[src/rtl/median_sched.sv]
// Round-robin scheduler sharing one 9-sample MEDIAN engine between NREQ clients.
// Streams the granted client's samples, waits for the engine and returns a tagged result.
module median_sched #(
  parameter int unsigned SIZE = 8,
  parameter int unsigned NREQ = 4,
  parameter int unsigned TMO  = 64,
  localparam int unsigned IDW = $clog2(NREQ)
) (
  input  logic                 CLK,
  input  logic                 RST,
  input  logic [NREQ-1:0]      REQ,
  input  logic [NREQ*SIZE-1:0] DIN,
  output logic [NREQ-1:0]      GNT,
  output logic                 LD,
  output logic                 BUSY,
  output logic [SIZE-1:0]      RES,
  output logic [IDW-1:0]       RES_ID,
  output logic                 RES_VAL,
  output logic                 ERR,
  output logic [SIZE-1:0]      MED_DI,
  output logic                 MED_DSI,
  output logic                 MED_NRST,
  input  logic [SIZE-1:0]      MED_DO,
  input  logic                 MED_DSO
);

  localparam int unsigned WW = $clog2(TMO);

  typedef enum logic [2:0] {StIdle, StLoad, StWait, StDone, StFlush} state_e;

  state_e          state_q, state_d;
  logic [NREQ-1:0] gnt_q, gnt_d;
  logic [IDW-1:0]  last_q, last_d;
  logic [3:0]      lcnt_q, lcnt_d;
  logic [WW-1:0]   wcnt_q, wcnt_d;
  logic [SIZE-1:0] res_q, res_d;
  logic [IDW-1:0]  res_id_q, res_id_d;

  logic            pick_found;
  logic [IDW-1:0]  pick_id;

  // Scan last+1, last+2, ... so the most recently served client comes last.
  always_comb begin
    int unsigned cand;
    pick_found = 1'b0;
    pick_id    = '0;
    cand       = 0;
    for (int unsigned k = 1; k <= NREQ; k++) begin
      cand = (int'(last_q) + k) % NREQ;
      if (!pick_found && REQ[cand]) begin
        pick_found = 1'b1;
        pick_id    = IDW'(cand);
      end
    end
  end

  always_comb begin
    state_d  = state_q;
    gnt_d    = gnt_q;
    last_d   = last_q;
    lcnt_d   = lcnt_q;
    wcnt_d   = wcnt_q;
    res_d    = res_q;
    res_id_d = res_id_q;
    unique case (state_q)
      StIdle: begin
        if (pick_found) begin
          state_d = StLoad;
          gnt_d   = NREQ'(1) << pick_id;
          last_d  = pick_id;
          lcnt_d  = '0;
        end
      end
      StLoad: begin
        if (lcnt_q == 4'd8) begin
          state_d = StWait;
          wcnt_d  = '0;
        end else begin
          lcnt_d = lcnt_q + 4'd1;
        end
      end
      StWait: begin
        // DSO during the first WAIT cycle is left over from the previous operation.
        if (wcnt_q != '0 && MED_DSO) begin
          res_d    = MED_DO;
          res_id_d = last_q;
          state_d  = StDone;
        end else if (wcnt_q == WW'(TMO - 1)) begin
          state_d = StFlush;
        end else begin
          wcnt_d = wcnt_q + WW'(1);
        end
      end
      StDone, StFlush: begin
        gnt_d   = '0;
        state_d = StIdle;
      end
      default: state_d = StIdle;
    endcase
  end

  always_ff @(posedge CLK) begin
    if (RST) begin
      state_q  <= StIdle;
      gnt_q    <= '0;
      last_q   <= IDW'(NREQ - 1);
      lcnt_q   <= '0;
      wcnt_q   <= '0;
      res_q    <= '0;
      res_id_q <= '0;
    end else begin
      state_q  <= state_d;
      gnt_q    <= gnt_d;
      last_q   <= last_d;
      lcnt_q   <= lcnt_d;
      wcnt_q   <= wcnt_d;
      res_q    <= res_d;
      res_id_q <= res_id_d;
    end
  end

  always_comb begin
    MED_DI = '0;
    for (int unsigned i = 0; i < NREQ; i++) begin
      if (gnt_q[i]) begin
        MED_DI = DIN[i*SIZE +: SIZE];
      end
    end
  end

  assign GNT      = gnt_q;
  assign LD       = (state_q == StLoad);
  assign MED_DSI  = LD;
  assign BUSY     = (state_q != StIdle);
  assign RES      = res_q;
  assign RES_ID   = res_id_q;
  assign RES_VAL  = (state_q == StDone);
  assign ERR      = (state_q == StFlush);
  assign MED_NRST = ~(RST | (state_q == StFlush));

endmodule

[config.mk]
export PLATFORM = sky130hd
export DESIGN_NAME = median_sched
export DESIGN_NICKNAME = d
export VERILOG_FILES = /design/src/rtl/median_sched.sv
export SDC_FILE = /design/constraint.sdc
export NUM_CORES = 1
export LEC_CHECK = 0
export CAP_MARGIN = 0
export CORE_AREA = 2 2 68 70
export CTS_BUF_LIST = sky130_fd_sc_hd__clkbuf_4 sky130_fd_sc_hd__clkbuf_8
export CTS_CLUSTER_DIAMETER = 40
export CTS_CLUSTER_SIZE = 12
export DETAILED_ROUTE_END_ITERATION = 8
export DIE_AREA = 0 0 70 72
export PLACE_DENSITY_LB_ADDON = 0.15
export SLEW_MARGIN = 20
export SYNTH_ARGS = -nofsm -noshare
export SYNTH_HDL_FRONTEND = slang
export SYNTH_SLANG_ARGS = --single-unit
[constraint.sdc]
create_clock -name CLK -period 2.1 [get_ports CLK]
set_input_delay 0.63 -clock CLK [delete_from_list [all_inputs] [get_ports CLK]]
set_output_delay 0.63 -clock CLK [all_outputs]
set_load 0.1 [all_outputs]
==> reports/summary.txt <==
status = finished with violations
failing checks = setup timing
Hold Crit Class = flip-flop to flip-flop
pwr/cell area = 786.7 nW/um2
H-tree depth = 2
switching part of the total = 40.17%
LEAKAGE = 1.223 nW
DP Area = 2888 um2
Initial Util = 37.29%
Synth Cell Area = 1590 um2
Worst Skew = 0.007019 ns
Layout Nets = 348
Top Layer Used = met4
worst setup margin = -0.1118 ns
net switching power figure = 0.0009773 W
P&R area growth vs syn = 94.49%
Crit Path Class = input pin to primary output
drt first pass iters = 4
Clk pwr share = 25.1%
Detailed Place HPWL = 3.748 mm
Slew @ Worst Pin = 0.5348 ns
relative slew slack = 64.31%
Avg WL per Cell = 14.67 um
fin crit share = 105.3%
RSZ-0062 raised after global routing = yes
share of cells above drive strength 1 = 30.20%
Sequential Power Share = 26.6%
vias per cell = 5.257
worst IR drop on VDD = 0.0005413 V
TritonCTS clock tree = yes
gpl congestion = 0.7801
most common cell after layout, fill and taps aside = buf_12
io pins = 75
slowest stage delay, CP = 0.26 ns
initial antenna violation count = 0
DRT met1 WL = 2.119 mm
sequential area share after synthesis = 36.51%
Antenna Cells = 0
synth warn = 0
Period minus WS final = 2.212 ns
Reg clk slew, reported paths = 0.06 ns
DIE AREA = 5040 um2
cell count after synthesis = 212
combinational fraction of design power = 48.3%
Max Cap Viol = 0
first-pass GRT wire length = 8.307 mm
worst-skew pair later-pin latency = 0.28 ns
Max clock buf depth = 2
largest net degree at the start of global routing = 23
Overflow after GRT = 0
Final Max Tran Viols = 0
Die X = 70 um
max frequency = 0.4521 GHz
CTS Buf Count = 5
IO buf count = 74
fillcell total = 327
# clock sinks = 29
cell area after layout = 3093 um2
Hold Buf Count CTS = 0
Power Total = 0.002433 W
Critical path buffers and inverters = 2
Root Buffer = clkbuf_8
Power Internal = 0.001456 W
Core Box Area = 4264 um2
Final setup viols = 8
Overall Global Routing Usage = 20.60%
Unique masters post-synth = 39
Residual DRC = 0
#FFs+latches synth = 29
via count = 1840
Setup WS pre-CTS = -0.3323 ns
num rows = 24
detailed-route wire length = 5.135 mm
Die H = 72 um
CP endpoint kind = primary output
hold violation count in the final report = 0
Worst setup SP type = input pin
arrival time worst endpoint = 1.58 ns
Crit-path slowest cell = dlygate4sd2_1
Avg Inst Size Synth = 7.501 um2
worst-path maximum fanout = 1
DRT iter0 DRCs = 70
routed wl met2 = 2.588 mm
most frequent cells in the layout = 29 x buf_12, 25 x clkdlybuf4s50_1, 24 x nand2_1
Top delay family on crit path = compound AO/OA/AOI/OAI gates
Routed Antenna Nets = 0
critical path cell sequence = dlygate4sd2_1, a22oi_2, nor2_1, a21oi_2, o21ai_4, buf_12
syn nets = 263
metal3 WL = 370 um
vias in the first global route = 1794
Worst EP required = 1.47 ns
## path summary, 6_finish.rpt
kind	from	end	slack, ns	cells after the start
worst min register to register	RES[4]	RES[4]	0.49	2
worst max-delay path	DIN[7]	MED_DI[7]	-0.11	6
worst max register to register	wcnt_q[1]	wcnt_q[5]	0.13	6
worst min-delay path	RES[4]	RES[4]	0.49	2
## per-stage QoR
| stage | hold WS [ns] | utilization (%) | setup TNS (ns) | instances |
|---|---|---|---|---|
| final | 0.4923 | 72.54 | -0.4194 | 350 |
| after global routing | 0.5172 | 72.54 | -0.8084 | 350 |
| after CTS | 0.4920 | 70.92 | -0.7646 | 349 |
| after detailed placement | 0.4835 | 67.72 | -2.694 | 341 |
| after global placement | 0.4788 | 67.72 | -2.373 | 341 |
| after floorplan | 0.4706 | - | -1.906 | 212 |
## final cells by class
cell class | count | area, um2 | share of cell area, %
clock buffers | 7 | 90.09 | 2.913
repair buffers | 92 | 1161 | 37.54
multi-input cells | 161 | 1115 | 36.04
inverters | 8 | 30.03 | 0.9709
flip-flops and latches | 29 | 601.8 | 19.46
well taps | 52 | 65.06 | 2.104
clock inverters | 1 | 30.03 | 0.9709
## registers in the layout (all words and copies together), names as in the netlist
| signal | count |
|---|---|
| state_q | 3 |
| RES_ID | 2 |
| lcnt_q | 4 |
| RES | 8 |
| last_q | 2 |
| wcnt_q | 6 |
| GNT | 4 |
## Yosys cell counts
| cell type | n | area, um2 |
|---|---|---|
| a32oi_1 | 1 | 8.760 |
| or3_1 | 2 | 12.51 |
| xor2_1 | 2 | 17.52 |
| nand3_1 | 14 | 70.07 |
| and2_1 | 1 | 6.260 |
| nand2b_1 | 7 | 43.79 |
| nor4_2 | 1 | 12.51 |
| nor4b_1 | 1 | 8.760 |
| xnor2_1 | 3 | 26.28 |
| nor3b_1 | 3 | 22.52 |
| ha_1 | 4 | 50.05 |
| dfxtp_1 | 29 | 580.6 |
| o31ai_1 | 2 | 15.01 |
| o22ai_1 | 1 | 6.260 |
| o21ai_0 | 9 | 45.04 |
| a21o_1 | 3 | 22.52 |
| or3b_1 | 1 | 8.760 |
| buf_4 | 1 | 7.510 |
| nor4_1 | 3 | 18.77 |
| o21ai_1 | 1 | 5.000 |
| buf_2 | 1 | 5.000 |
| a31oi_1 | 2 | 12.51 |
| a211o_1 | 2 | 17.52 |
| a21boi_2 | 1 | 11.26 |
| or4_1 | 1 | 7.510 |
| inv_1 | 8 | 30.03 |
| nor3_1 | 4 | 20.02 |
| nand4_1 | 1 | 6.260 |
| a22oi_1 | 10 | 75.07 |
| nor2_1 | 22 | 82.58 |
| clkbuf_1 | 12 | 45.04 |
| nand2_1 | 24 | 90.09 |
| nand3b_1 | 1 | 7.510 |
| a21oi_1 | 25 | 125.1 |
| and3_1 | 2 | 12.51 |
| mux2i_1 | 1 | 10.01 |
| and3b_1 | 2 | 17.52 |
| a211oi_1 | 1 | 7.510 |
| nor2b_1 | 3 | 18.77 |
## power by group through the flow
stage / clock network [W] / registers, W / logic, W
floorplan: 0 / 0.000701 / 0.000657
global placement: 0 / 0.000654 / 0.00113
detailed placement: 0 / 0.000655 / 0.00114
CTS: 0.000624 / 0.000647 / 0.00116
global route: 0.000655 / 0.000655 / 0.00123
finish: 0.000610 / 0.000648 / 0.00118
## tightest hold or removal path, cell delays in order, from the launching register on
cell	delay (ns)
dfxtp_1	0.33
nand2_1	0.06
a21oi_1	0.05
## timing repair
action | in CTS | in global routing
buffers inserted | 0 | 1
endpoints found under the setup margin | 9 | 8
gates resized for setup | 27 | 12
pin swaps | 24 | 21
## logic make-up (layout without fill, tap and decap cells)
| kind of cell | count (synthesis) | count (layout) | synth area share (%) |
|---|---|---|---|
| adder cells (fa/ha/maj) | 4 | 4 | 3.147 |
| XOR/XNOR | 5 | 5 | 2.754 |
| multiplexers | 1 | 1 | 0.6295 |
| flip-flops | 29 | 29 | 36.51 |
| AO/OA/AOI/OAI | 58 | 58 | 22.11 |
| AND/OR/NAND/NOR | 93 | 93 | 29.35 |
| buffers and inverters | 22 | 108 | 5.507 |
## metal layers
layer  GRT usage [%]  vias to the layer above
met5               0                        -
met4           7.265                        0
met3           6.667                        7
met2           34.92                       67
met1           24.70                      852
li1                -                      914
Note: power is estimated with default switching activity, not from simulation.
